[config.mk]
export PLATFORM = sky130hd
export DESIGN_NAME = fetch_unit
export DESIGN_NICKNAME = d
export VERILOG_FILES = /design/src/rtl/cpu_types_pkg.sv /design/src/rtl/fetch_unit.sv
export SDC_FILE = /design/constraint.sdc
export NUM_CORES = 1
export LEC_CHECK = 0
export CAP_MARGIN = 20
export CELL_PAD_IN_SITES_DETAIL_PLACEMENT = 1
export CELL_PAD_IN_SITES_GLOBAL_PLACEMENT = 2
export CORE_UTILIZATION = 40
export CTS_BUF_LIST = sky130_fd_sc_hd__clkbuf_4
export CTS_CLUSTER_SIZE = 14
export DETAILED_ROUTE_END_ITERATION = 10
export DONT_BUFFER_PORTS = 1
export GPL_ROUTABILITY_DRIVEN = 0
export GPL_TIMING_DRIVEN = 0
export PLACE_DENSITY_LB_ADDON = 0.1
export SLEW_MARGIN = 5
export SYNTH_ARGS = -nofsm -noshare
export SYNTH_HDL_FRONTEND = slang
export SYNTH_SLANG_ARGS = --single-unit
[constraint.sdc]
create_clock -name CLK -period 6.2 [get_ports CLK]
set_input_delay 1.24 -clock CLK [delete_from_list [all_inputs] [get_ports CLK]]
set_output_delay 1.24 -clock CLK [all_outputs]
set_load 0.02 [all_outputs]
[src/rtl/cpu_types_pkg.sv]
// Shared CPU types.
//   word_t        : 32-bit machine word
//   fetch_state_t : fetch-stage control states
package cpu_types_pkg;

  typedef logic [31:0] word_t;

  typedef enum logic [1:0] {
    FETCH   = 2'd0,
    HOLD    = 2'd1,
    DISCARD = 2'd2,
    HALTED  = 2'd3
  } fetch_state_t;

  localparam word_t PC_STEP = 32'd4;

endpackage

[src/rtl/fetch_unit.sv]
// Instruction-fetch stage, producer side of the IF/ID latch.
// Owns the PC, issues word reads to instruction memory and presents each
// fetched word with its next-PC under a valid/stall handshake. Redirects
// and halt from later stages are absorbed without delivering wrong-path
// instructions.
//   CLK, RST             : clock, async active-high reset
//   ihit, imemload       : memory response for imemaddr (same cycle)
//   imemREN, imemaddr    : memory read request
//   stall                : downstream latch will not capture this cycle
//   redirect, redirect_pc: control transfer target (low 2 bits dropped)
//   halt                 : stop fetching until reset
//   valid_out, npc_out, instr_out : delivered instruction (combinational)
module fetch_unit
  import cpu_types_pkg::*;
#(
  parameter logic [31:0] PC_INIT = 32'h0000_0000
) (
  input  logic        CLK,
  input  logic        RST,
  input  logic        ihit,
  input  logic [31:0] imemload,
  output logic        imemREN,
  output logic [31:0] imemaddr,
  input  logic        stall,
  input  logic        redirect,
  input  logic [31:0] redirect_pc,
  input  logic        halt,
  output logic        valid_out,
  output logic [31:0] npc_out,
  output logic [31:0] instr_out
);

  fetch_state_t fstate_q, fstate_d;
  word_t        pc_q, pc_d;
  word_t        pending_pc_q, pending_pc_d;
  word_t        ibuf_q, ibuf_d;

  word_t rpc;
  word_t pc_inc;
  logic  ren;
  logic  vld;
  word_t instr;

  assign rpc    = {redirect_pc[31:2], 2'b00};
  assign pc_inc = pc_q + PC_STEP;  // modulo 2^32, wrap is intentional

  always_ff @(posedge CLK or posedge RST) begin
    if (RST) begin
      fstate_q     <= FETCH;
      pc_q         <= PC_INIT;
      pending_pc_q <= '0;
      ibuf_q       <= '0;
    end else begin
      fstate_q     <= fstate_d;
      pc_q         <= pc_d;
      pending_pc_q <= pending_pc_d;
      ibuf_q       <= ibuf_d;
    end
  end

  always_comb begin
    fstate_d     = fstate_q;
    pc_d         = pc_q;
    pending_pc_d = pending_pc_q;
    ibuf_d       = ibuf_q;
    ren          = 1'b0;
    vld          = 1'b0;
    instr        = '0;

    case (fstate_q)
      FETCH: begin
        ren = 1'b1;
        if (ihit && !redirect) begin
          vld   = 1'b1;
          instr = imemload;
        end
        if (redirect) begin
          if (ihit) begin
            pc_d = rpc;
          end else begin
            // Request at pc is still in flight; imemaddr must stay on it
            // until the memory answers, so park the target.
            pending_pc_d = rpc;
            fstate_d     = DISCARD;
          end
        end else if (ihit) begin
          if (stall) begin
            ibuf_d   = imemload;
            fstate_d = HOLD;
          end else begin
            pc_d = pc_inc;
          end
        end
      end

      HOLD: begin
        vld   = !redirect;
        instr = ibuf_q;
        if (redirect) begin
          pc_d     = rpc;
          fstate_d = FETCH;
        end else if (!stall) begin
          pc_d     = pc_inc;
          fstate_d = FETCH;
        end
      end

      DISCARD: begin
        ren = 1'b1;
        if (ihit) begin
          pc_d     = redirect ? rpc : pending_pc_q;
          fstate_d = FETCH;
        end else if (redirect) begin
          pending_pc_d = rpc;
        end
      end

      default: ;  // HALTED: nothing moves until reset
    endcase

    // Halt overrides everything and drops any outstanding request.
    if (halt) fstate_d = HALTED;
  end

  // Reset gates the request and delivery combinationally so nothing
  // leaks out while RST is held.
  assign imemREN   = ren && !RST;
  assign imemaddr  = pc_q;
  assign valid_out = vld && !RST;
  assign npc_out   = valid_out ? pc_inc : '0;
  assign instr_out = valid_out ? instr  : '0;

endmodule

==> results.txt <==
The initial antenna violation count came out at 1. The detailed placement HPWL is 14,100 um. The cell depth of the worst setup path came out at 8. The end-of-flow core utilization is 44.1%. The maximum level of the CTS H-tree is 3. Buffers inserted to repair hold after CTS numbered 0.

The type of destination of the critical path is a primary output. The number of buffers on the longest clock path is 2. The number of pins exceeding their max-slew limit in the final report is 0. The global route total overflow came out at 0.

Setup repair after global routing left no endpoint under its margin. Along the worst hold path, the cell count comes to 1. The power per cell area is 395 nW/um^2. The overall via count from detail_route is 4,791.

Summed over all cells, the static leakage comes to 2.50 nW. The slowest stage of the critical path belongs to the cell sky130_fd_sc_hd__a21oi_1. The post-synthesis sequential area ratio came out at 42.5%. The final wirelength came out at 18,700 um. The critical path goes through inv_1 -> ha_1 -> clkbuf_1 -> inv_1 -> a21oi_1 -> nand2_1 -> clkbuf_1 -> a21oi_1. The worst clock skew is 14.8 ps. The total DRC errors in the routed layout came out at 0.

Max-cap violations in this run came to 0. The number of global-route vias before repair came out at 4,967. Entering global routing, the biggest net connects 55 pins. The number of synthesis warnings came out at 0. The I/O pin count is 168. The depth of the most critical reg-to-reg path is 9. The standard-cell row count is 43. The core region is 14,000 um^2. The top cell type by area accounts for 42.5% of the synthesized area.

Of all nets on the critical path, the largest fanout is 10. The number of detailed-routing iterations run before antenna repair is 5. After detailed placement, the design holds a cell count of 769. The unique cell type count in the Yosys netlist is 58.

Global routing used 42.1% of the available met2 tracks. By area the synthesized netlist is led by sky130_fd_sc_hd__dfrtp_1 (43%), sky130_fd_sc_hd__mux2_2 (11%), sky130_fd_sc_hd__nor2_1 (5.9%). The wire length of the first global-routing pass is 28,800 um. The worst hold-check path type is reg2reg.

Global routing used 25.8% of the available tracks. The final hold violation count is 0. The maximum vdd ir drop is 0.000190 V. In the synthesized netlist the async set-or-reset flop fraction comes to 100%. The post-detailed-route via-to-cell ratio came out at 6.10.

The register bit count reported by yosys is 98. Setup violations remaining at the end of the flow were counted as 0. The die span in x is 122 um. The period utilization is 73.2%. The startpoint of the most critical setup path is fstate_q[1]. The worst-margin pin slew came out at 711 ps. The cell sitting at the root of the clock tree is a sky130_fd_sc_hd__clkbuf_4. The global routing usage on met1 is 33.6%.

The number of post-CTS setup repair buffers is 0. The number of synthesized flops with an enable pin came out at 0. The initial core utilization is 41.2%. The type of origin of the critical path is a register. For the worst-skew pair, the clock arrives at the later sink with an insertion delay of 490 ps.

The run finished with clean final reports. The buffering stage count on the worst path with inverters included came out at 4. In this run the remaining antenna-violating nets after routing total 0. The area enclosed by the die boundary is 14,900 um^2. The final-layout worst hold slack is 507 ps. The timing-limited maximum frequency came out at 0.220 GHz.

The post-CTS clock slew at the launch and capture registers of the worst setup and hold paths came out at 160 ps. The die is 122 um tall. Of all cell types, the one taking the most synthesized area is sky130_fd_sc_hd__dfrtp_1. Input and output buffers added on the ports amount to 0. The shortest clock period the worst path allows after layout is 4540 ps. The critical path start-end classification is reg2out. The cell area after synthesis is 5770 um^2. The launching point of the worst reg2reg path is fstate_q[0]. The number of nets in the layout is 674.

The most used routing layer in global routing is met2. The synthesized instance count came out at 588. The critical path's largest stage delay is 550 ps. The synthesis-to-finish area growth came out at 6.94%. In this run, the number of DRC markers left after iteration 0 of detailed routing was 255. Global routing consumed, on the met3 layer, 5.95% of the routing resources. The main flop type after synthesis is sky130_fd_sc_hd__dfrtp_1. The post-synthesis average cell area came out at 9.81 um^2. The routed length per placed instance is 23.8 um. For this run, the number of standard cells in the final layout without fillers is 786. The number of buffers inserted during clock tree synthesis came out at 9. The kind of cell with the highest combined delay along the critical path is buffers and inverters. In this run the tightest slew margin relative to its limit is 52.6%. In this run the most critical hold path is launched from pending_pc_q[13]. The data arrival time of the worst path came out at 3300 ps. The total clock sinks came out at 98. The post-route total power came out at 2.44 mW.

When the netlist entered floorplanning its net count stood at 662. The share of final-layout standard cells stronger than drive strength 1 came out at 19.3%. The post-cts sizing count came out at 0. The data required time at the worst endpoint came out at 4960 ps.

TritonCTS built the clock tree.
## flip-flops by register name, summed over array words and instances (netlist names)
signal        cells
fstate_q          2
ibuf_q           32
imemaddr         32
pending_pc_q     32
## final timing paths
check / end / slack, ps
max: npc_out[18] / 1660
min: pending_pc_q[13] / 510
max reg2reg: imemaddr[24] / 3620
min reg2reg: pending_pc_q[13] / 510
max in group asynchronous: imemaddr[22] / 4790
min in group asynchronous: pending_pc_q[0] / 700
## layout make-up
class | count | area, um^2
Timing Repair Buffer | 1 | 27.5
Buffer | 42 | 181
Fill cell | 1594 | 7820
Inverter | 15 | 58.8
Sequential cell | 98 | 2450
Clock inverter | 7 | 75.1
Antenna cell | 1 | 2.50
Multi-Input combinational cell | 433 | 3080
Tap cell | 180 | 225
Clock buffer | 9 | 67.6
## routing by layer
metal	up-vias	share of wire, %	wire length (um)
met4	0	1.5	288
li1	2165	-	-
met1	2470	44	8210
met5	-	0	0
met2	138	48	8990
met3	18	6.6	1240
## cell usage in the layout (no fill, tap or decap), types with 5 or more instances in the layout
master                      instances
sky130_fd_sc_hd__a21oi_1           17
sky130_fd_sc_hd__xnor2_1           24
sky130_fd_sc_hd__nand3_1            7
sky130_fd_sc_hd__buf_2             16
sky130_fd_sc_hd__a22oi_1           33
sky130_fd_sc_hd__mux2_2            58
sky130_fd_sc_hd__and3_1            17
sky130_fd_sc_hd__and4_1             5
sky130_fd_sc_hd__a221oi_1          10
sky130_fd_sc_hd__and2_1             7
sky130_fd_sc_hd__a222oi_1           6
sky130_fd_sc_hd__inv_1             12
sky130_fd_sc_hd__dfrtp_1           98
sky130_fd_sc_hd__o21ai_0           33
sky130_fd_sc_hd__o2bb2ai_1         16
sky130_fd_sc_hd__clkbuf_1          24
sky130_fd_sc_hd__nor2_1            90
sky130_fd_sc_hd__nand2_1           29
sky130_fd_sc_hd__o21ai_1           12
sky130_fd_sc_hd__clkbuf_4           9
## report_power, final
group	internal [mW]	leakage [nW]	switching (mW)
Sequential	0.889	1.25	0.385
Combinational	0.355	1.17	0.439
Clock	0.126	0.0807	0.244
Total	1.37	2.50	1.07
## through the flow
| stage | worst slack (ps) | TNS, ps | cell area (um^2) |
|---|---|---|---|
| floorplan | 530 | 0 | 5770 |
| global route | 1420 | 0 | 6170 |
| finish | 1660 | 0 | 6170 |
| CTS | 1540 | 0 | 6170 |
| global placement | -1880 | -106290 | 5990 |
| detailed placement | 1650 | 0 | 6020 |
## synthesized netlist by cell type, types with 3 or more instances
cell / count
sky130_fd_sc_hd__a21oi_1: 17
sky130_fd_sc_hd__a221oi_1: 10
sky130_fd_sc_hd__a222oi_1: 6
sky130_fd_sc_hd__a22oi_1: 33
sky130_fd_sc_hd__a32o_1: 4
sky130_fd_sc_hd__and2_1: 7
sky130_fd_sc_hd__and3_1: 17
sky130_fd_sc_hd__and4_1: 5
sky130_fd_sc_hd__buf_2: 16
sky130_fd_sc_hd__clkbuf_1: 24
sky130_fd_sc_hd__dfrtp_1: 98
sky130_fd_sc_hd__ha_1: 4
sky130_fd_sc_hd__inv_1: 13
sky130_fd_sc_hd__mux2_1: 4
sky130_fd_sc_hd__mux2_2: 58
sky130_fd_sc_hd__mux2i_1: 4
sky130_fd_sc_hd__nand2_1: 29
sky130_fd_sc_hd__nand3_1: 7
sky130_fd_sc_hd__nor2_1: 90
sky130_fd_sc_hd__nor3_1: 3
sky130_fd_sc_hd__nor3_2: 4
sky130_fd_sc_hd__nor4_1: 3
sky130_fd_sc_hd__nor4_4: 4
sky130_fd_sc_hd__o21ai_0: 33
sky130_fd_sc_hd__o21ai_1: 12
sky130_fd_sc_hd__o22ai_1: 4
sky130_fd_sc_hd__o2bb2ai_1: 16
sky130_fd_sc_hd__xnor2_1: 24
sky130_fd_sc_hd__xor2_1: 3
## worst register-to-register path, stage by stage, from the launching register on
cell and delay (ps):
sky130_fd_sc_hd__dfrtp_1 470, sky130_fd_sc_hd__inv_1 130, sky130_fd_sc_hd__ha_1 150, sky130_fd_sc_hd__buf_2 200, sky130_fd_sc_hd__clkinv_1 320, sky130_fd_sc_hd__nand2_1 360, sky130_fd_sc_hd__buf_2 350, sky130_fd_sc_hd__nor2_1 80
sky130_fd_sc_hd__a222oi_1 310, sky130_fd_sc_hd__o2bb2ai_1 90
## kinds of logic after synthesis
family / after synthesis / share of synthesized area [%]
and+or+nand+nor: 185 / 17.3
AOI/OAI and AO/OA: 151 / 18.3
DFF: 98 / 42.5
muxes: 66 / 12.8
buffers and inverters: 57 / 4.12
xor gates and xnor gates: 27 / 4.10
adders and majority gates: 4 / 0.868
No activity file was read; power rests on OpenSTA's default activity.
